--- config.mk ---
export PLATFORM = sky130hd
export DESIGN_NAME = demux2_reg32
export DESIGN_NICKNAME = d
export VERILOG_FILES = /design/src/rtl/demux2_reg32.sv
export SDC_FILE = /design/constraint.sdc
export NUM_CORES = 1
export LEC_CHECK = 0
export CORE_ASPECT_RATIO = 0.9
export CORE_UTILIZATION = 30
export CTS_BUF_LIST = sky130_fd_sc_hd__clkbuf_4 sky130_fd_sc_hd__clkbuf_8
export CTS_CLUSTER_DIAMETER = 150
export DETAILED_ROUTE_END_ITERATION = 10
export GPL_TIMING_DRIVEN = 0
export PLACE_DENSITY = 0.68
export SYNTH_ARGS = -nofsm -noshare
export SYNTH_HDL_FRONTEND = slang
export SYNTH_SLANG_ARGS = --single-unit
--- constraint.sdc ---
create_clock -name Clk -period 1.27 [get_ports Clk]
set_input_delay 0.254 -clock Clk [delete_from_list [all_inputs] [get_ports Clk]]
set_output_delay 0.254 -clock Clk [all_outputs]
set_load 0.01 [all_outputs]
--- src/rtl/demux2_reg32.sv ---
// ---------------------------------------------------------------------------
// demux2_reg32 -- registered 1-to-2 demultiplexer with request/ack handshake
//
// A single WIDTH-bit source bus is captured into one of two holding
// registers. The destination is chosen when the request (Load) is accepted.
// The capture itself happens on the edge where the source signals valid
// data (Ack). Typical use: steering memory read data into the instruction
// register (Out0) or the memory data register (Out1).
//
// Parameters
//   WIDTH          data width of In / Out0 / Out1
//   TIMEOUT_CYCLES maximum WAIT edges before a capture is abandoned
//                  (1 .. 2**CNT_W)
//   CNT_W          wait counter width
//
// Build option
//   DEMUX_TIMEOUT_EN  defined   : wait counter and Timeout pulse present
//                     undefined : WAIT persists until Ack or Reset,
//                                 Timeout tied low, TIMEOUT_CYCLES/CNT_W unused
//
// Ports
//   Clk      in   rising-edge clock
//   Reset    in   synchronous, active-high reset
//   In       in   source data, sampled only on the capturing edge
//   Sel      in   destination select (0 -> Out0, 1 -> Out1), sampled with Load
//   Load     in   capture request, honoured only in IDLE
//   Ack      in   source data valid, honoured only in WAIT
//   Out0     out  holding register 0
//   Out1     out  holding register 1
//   Busy     out  high while a capture is pending (WAIT)
//   Done0    out  one-cycle pulse after a capture into Out0
//   Done1    out  one-cycle pulse after a capture into Out1
//   Timeout  out  one-cycle pulse when a capture is abandoned
//
// Every output comes straight from a flop; no input reaches an output
// combinationally.
// ---------------------------------------------------------------------------
module demux2_reg32 #(
  parameter int unsigned WIDTH          = 32,
  parameter int unsigned TIMEOUT_CYCLES = 15,
  parameter int unsigned CNT_W          = 4
) (
  input  logic             Clk,
  input  logic             Reset,
  input  logic [WIDTH-1:0] In,
  input  logic             Sel,
  input  logic             Load,
  input  logic             Ack,
  output logic [WIDTH-1:0] Out0,
  output logic [WIDTH-1:0] Out1,
  output logic             Busy,
  output logic             Done0,
  output logic             Done1,
  output logic             Timeout
);

  typedef enum logic {
    ST_IDLE = 1'b0,
    ST_WAIT = 1'b1
  } state_t;

  state_t           state_q, state_d;
  logic             sel_q, sel_d;
  logic [WIDTH-1:0] out0_q, out0_d;
  logic [WIDTH-1:0] out1_q, out1_d;
  logic             done0_q, done0_d;
  logic             done1_q, done1_d;

`ifdef DEMUX_TIMEOUT_EN
  // Counter value seen on the last permitted WAIT edge.
  localparam logic [CNT_W-1:0] CNT_LAST = CNT_W'(TIMEOUT_CYCLES - 1);

  logic [CNT_W-1:0] cnt_q, cnt_d;
  logic             timeout_q, timeout_d;
`else
  // Timeout machinery is compiled out; the parameters stay in the interface.
  logic unused_cfg;
  assign unused_cfg = (TIMEOUT_CYCLES == CNT_W);
`endif

  // -------------------------------------------------------------------------
  // Next-state and next-output logic
  // -------------------------------------------------------------------------
  always_comb begin
    // NOTE: every signal driven here gets a default first so no path leaves
    // it unassigned; otherwise synthesis infers a latch.
    state_d = state_q;
    sel_d   = sel_q;
    out0_d  = out0_q;
    out1_d  = out1_q;
    done0_d = 1'b0;
    done1_d = 1'b0;
`ifdef DEMUX_TIMEOUT_EN
    cnt_d     = cnt_q;
    timeout_d = 1'b0;
`endif

    case (state_q)
      ST_IDLE: begin
        // Ack is deliberately not looked at here, even alongside Load.
        if (Load) begin
          sel_d   = Sel;
          state_d = ST_WAIT;
`ifdef DEMUX_TIMEOUT_EN
          cnt_d   = '0;
`endif
        end
      end

      ST_WAIT: begin
        // Ack is tested before the counter, so Ack on the last permitted
        // edge still captures.
        if (Ack) begin
          if (sel_q) begin
            out1_d  = In;
            done1_d = 1'b1;
          end else begin
            out0_d  = In;
            done0_d = 1'b1;
          end
          state_d = ST_IDLE;
        end
`ifdef DEMUX_TIMEOUT_EN
        else if (cnt_q == CNT_LAST) begin
          timeout_d = 1'b1;
          state_d   = ST_IDLE;
        end else begin
          cnt_d = cnt_q + CNT_W'(1);
        end
`endif
      end

      default: state_d = ST_IDLE;
    endcase
  end

  // -------------------------------------------------------------------------
  // State and output registers (synchronous reset)
  // -------------------------------------------------------------------------
  always_ff @(posedge Clk) begin
    // NOTE: sequential state uses non-blocking assignments so every flop
    // samples pre-edge values regardless of statement order.
    if (Reset) begin
      state_q <= ST_IDLE;
      sel_q   <= 1'b0;
      out0_q  <= '0;
      out1_q  <= '0;
      done0_q <= 1'b0;
      done1_q <= 1'b0;
`ifdef DEMUX_TIMEOUT_EN
      cnt_q     <= '0;
      timeout_q <= 1'b0;
`endif
    end else begin
      state_q <= state_d;
      sel_q   <= sel_d;
      out0_q  <= out0_d;
      out1_q  <= out1_d;
      done0_q <= done0_d;
      done1_q <= done1_d;
`ifdef DEMUX_TIMEOUT_EN
      cnt_q     <= cnt_d;
      timeout_q <= timeout_d;
`endif
    end
  end

  assign Out0  = out0_q;
  assign Out1  = out1_q;
  assign Busy  = (state_q == ST_WAIT);
  assign Done0 = done0_q;
  assign Done1 = done1_q;
`ifdef DEMUX_TIMEOUT_EN
  assign Timeout = timeout_q;
`else
  assign Timeout = 1'b0;
`endif

endmodule

== Yosys cells after proc, flatten, opt, wreduce, memory -nomap -nowiden ==
Index checks and enable logic that the tools add are counted.

* Bitwise gates (word level): 3
* Magnitude comparators: 0
* Shift-type cells: 0
* Divide/modulo/power cells: 0
* Eq/ne operators: 0
* Muxes and demuxes: 5
* Reductions and logical operators: 4
* Add/subtract/negate cells: 0
* Multiply operators: 0

{| class="wikitable"
|+ Operator list
! cell !! count
|-
| AND reduction 3 bit || 2
|-
| 2-to-1 mux 1 bit || 4
|-
| NOT 1 bit || 3
|-
| OR reduction 3 bit || 1
|-
| case mux 1 bit (2 select lines) || 1
|-
| AND reduction 2 bit || 1
|}

* Output and inout bits: 68
* Memories: 0
* Bits of input ports: 37
* Bits in latches: 0
* Flip-flop bits (word level): 68
* Bits in writable memories: 0
* Bits in read-only memories: 0

== Longest topological paths before layout ==
* Word-level depth: 2
* Gate-level depth with buffers: 5

== Worst setup path before layout ==
OpenSTA, ideal clock, no wires.

* Path kind: register -> register
* Start: reg state_q (netlist: Busy)
* End: reg out0_q[30] (netlist: Out0[30])
* Buffers on the path: 2
* Setup time: 71 ps
* Slack: 183 ps
* Cell stages (with the launch flop): 6
* Arrival: 1016 ps
* Period minus slack after synthesis: 1087 ps
* Cells stage by stage: dfxtp_1 -> and3b_1 -> buf_4 -> buf_6 -> nand2_1 -> a21oi_2

* Word-level cells in the longest chain between the ends: 1

{| class="wikitable"
|+ Ends and longest elaborated chain
! what !! line !! text
|-
| from (decl) || 62 || <nowiki>state_t state_q, state_d;</nowiki>
|-
| from (signal assigned) || 155 || <nowiki>state_q <= state_d;</nowiki>
|-
| AND reduction 3 bit (no line) || - ||
|-
| to (signal assigned) || 157 || <nowiki>out0_q <= out0_d;</nowiki>
|-
| to (decl) || 64 || <nowiki>logic [WIDTH-1:0] out0_q, out0_d;</nowiki>
|}

No other way between the ends.
A chain may end at the register's enable or synchronous reset.

== Final worst setup path ==
* Start: reg out0_q[7] (netlist: Out0[7])
* End: out Out0[7]

{| class="wikitable"
|+ RTL lines
! what !! line !! text
|-
| to (decl) || 49 || <nowiki>output logic [WIDTH-1:0] Out0,</nowiki>
|}

No word-level cell between the ends.

==> reports/results.ini <==
[outcome]
status = completed

[cts]
numClockSinks = 68
cts.path.max_buffers = 2
ctsHoldBuffers = 0
cts_buffers = 9
worst_skew_pair.late_latency_ns = 0.34
path_clk_slew_ns = 0.07
cts_tree = built
cts_root_buffer = clkbuf_8
cts_post_setup_buffers_inserted = 0
cts-htree-levels = 3

[grt]
grt_pass1_wl_mm = 11.4
antenna_found_initial = 0
grt_overflow = 0
grt_usage_pct = 16.9
grt_max_degree = 12
grt_pass1_vias = 2316

[routing]
totalWireLength_mm = 7.04
wl_per_cell_um = 13.7
drt_iter0_drc = 64
dr_total_vias = 2351
dr.pass1.iters = 4
via_per_inst = 4.57
ant_nets = 0
post-route-drc-count = 0

[die]
core_region_area_um2 = 8150
die_w_um = 99.4
ios = 105
dieArea_um2 = 8900
initial_core_util_pct = 31.4
die_y_um = 89.6
rows = 31

[sta]
grt_setup_unrepaired = true
tightestPinTransition_ns = 0.729
finalHoldViolCount = 0
drv_slew = 0
period_needed_ns = 1.22
fin_ws_ns = 0.0486
fmax_ghz = 0.819
slew_headroom_pct = 51.4
setup_viol = 0
finalSetupTns_ns = 0
fin_skew_ns = 0.00664
finalCritPeriodShare_pct = 96.2

[synth]
yosys-mux-area-fraction_pct = 0
synth_top_family_by_area = simple AND/OR/NAND/NOR gates
syn_area_um2 = 2560
yosys.area_share.xor_xnor_pct = 0
synth_compound_area_share_pct = 18.9
synth-seq-area-share_pct = 53.2
synth_seq_cells = 68
synth_cell_types = 17
synth_cells = 297
synthesis.nets = 334
synth-adder-area-share_pct = 0
syn_area_per_cell_um2 = 8.62
synth_warnings = 0
synth-simple-area-share_pct = 21.5

[flow_run]
drv_cap = 0

[finish]
fill_cells = 831
area_delta_synth_final_pct = 50.0
register_area_um2 = 1370
final_nets = 447
multi_input_area_um2 = 1040
diodes = 0
drive_gt1_share_pct = 20.0
final_cell_area_um2 = 3840

[setup_path]
endpoint = Out0[7]
cp_max_fo = 2
timing_worst_setup_path_type = reg2out
cp-startpoint = Out0[7]
cp_num_buf_inv = 1
reg2reg_from = sel_q
critPathRequiredTime_ns = 1.02
critPathLaunchType = flop
path_cells = clkdlybuf4s15_1
worstPathArrival_ns = 0.97
cp-end-kind = output port
worst-r2r-setup-slack_ns = 0.11
max_stage_delay_ns = 0.37
critPathTopFamily = flip-flops
crit_cells = 1
r2r_end = Out0[19]
ff2ff_path_depth = 4
slowest_stage = dfxtp_1

[power_and_ir_drop]
power.sequential.fraction_pct = 50.3
pwr-share-comb_pct = 9.8
p_int_mw = 3.34
pwr-share-clk_pct = 39.9
p_sw_share_pct = 24.0
net-switching-power_mw = 1.06
p_leak_nw = 1.56
power_mw = 4.39
peakVddDrop_uv = 558
p_per_area_nw_per_um2 = 1140

[placed_design]
place_congestion = 0.697
placed_area_um2 = 3700
io_buffer_count = 102
post-dp-hpwl_mm = 4.95
place_ws_ns = -0.352

[min_path]
hold_class = in2reg

==> what timing repair did <==
item	4_1_cts	5_1_grt
cloned	0	0
pin swaps	0	1
endpoints found under the setup margin	67	75
resized for setup	69	28
==> metrics by stage <==
step	utilization, %	hold WS [ns]	std cells
final	47.1	0.288	514
after global routing	47.1	0.301	514
after CTS	46.8	0.352	514
after detailed placement	45.5	0.449	498
after global placement	45.5	0.442	498
after floorplan	-	0.390	297
==> cell usage after synthesis, drive strengths merged <==
master  instances  area share (%)
nor3b           1            0.29
clkbuf          3            0.44
nor3            1            0.20
a21oi          66              19
buf            20             5.8
and3b           1            0.34
conb            1            0.15
and3            1            0.24
or2b            1            0.29
nand2b          1            0.24
nand2         130              19
nand3           1            0.20
dfxtp          68              53
nand3b          2            0.59
==> routing by layer <==
metal | part of all wire [%] | vias up | GRT usage [%] | routed length, um
met2 | 43 | 88 | 27.1 | 3000
met5 | 0 | - | 0 | 0
met4 | 1.3 | 0 | 6.82 | 92
met3 | 9.1 | 10 | 7.04 | 642
met1 | 47 | 1079 | 20.3 | 3300
li1 | - | 1174 | - | -
==> sequential cells by signal (all words and copies together) (netlist names) <==
signal  count
sel_q       1
Out1       32
Done0       1
Busy        1
Out0       32
Done1       1
==> power by group through the flow <==
stage               Combinational, mW  Clock [mW]  Sequential (mW)
detailed placement              0.462           0             2.26
finish                          0.431        1.75             2.21
global route                    0.470        1.91             2.22
global placement                0.458           0             2.26
CTS                             0.433        1.80             2.21
floorplan                       0.173           0             2.28
==> cell type report <==
class / count / area share, %
tap: 99 / 3.23
buffer: 23 / 4.43
sequential: 68 / 35.6
multi-input combinational: 206 / 27.2
clock inverter: 5 / 1.37
clock buffer: 11 / 3.62
timing repair buffer: 102 / 24.6
==> kinds of logic after synthesis <==
logic type             Yosys count
other                            1
and+or+nand+nor                139
buffers and inverters           23
DFF                             68
AOI/OAI and AO/OA               66
==> how the worst min path moves through the flow <==
stage	startpoint	end	cells past startpoint
2_1_floorplan	In[20]	Out0[20]	2
3_3_place_gp	Out1[31]	Out1[31]	2
3_5_place_dp	Out0[21]	Out0[21]	2
4_1_cts	Reset	Out0[31]	3
5_1_grt	Ack	Done1	3
6_report	Ack	Done1	3
==> cells in the final DEF, fill, tap and decap left out <==
master,n
clkbuf_1,3
clkinv_2,3
dlymetal6s2s_1,1
and3b_1,1
nor3b_1,1
clkdlybuf4s15_1,12
buf_2,7
clkinvlp_4,1
clkbuf_2,3
nand2b_1,1
dlygate4sd2_1,52
buf_6,7
buf_4,5
clkbuf_4,3
bufinv_16,1
clkdlybuf4s50_1,34
a21oi_1,25
dfxtp_1,66
nand3_2,1
nor3_1,1
nand3b_1,2
dfxtp_2,1
clkbuf_8,9
conb_1,1
or2b_1,1
a21oi_2,41
dfxtp_4,1
nand2_1,130
and3_1,1
(Power assumes the default switching activity.)
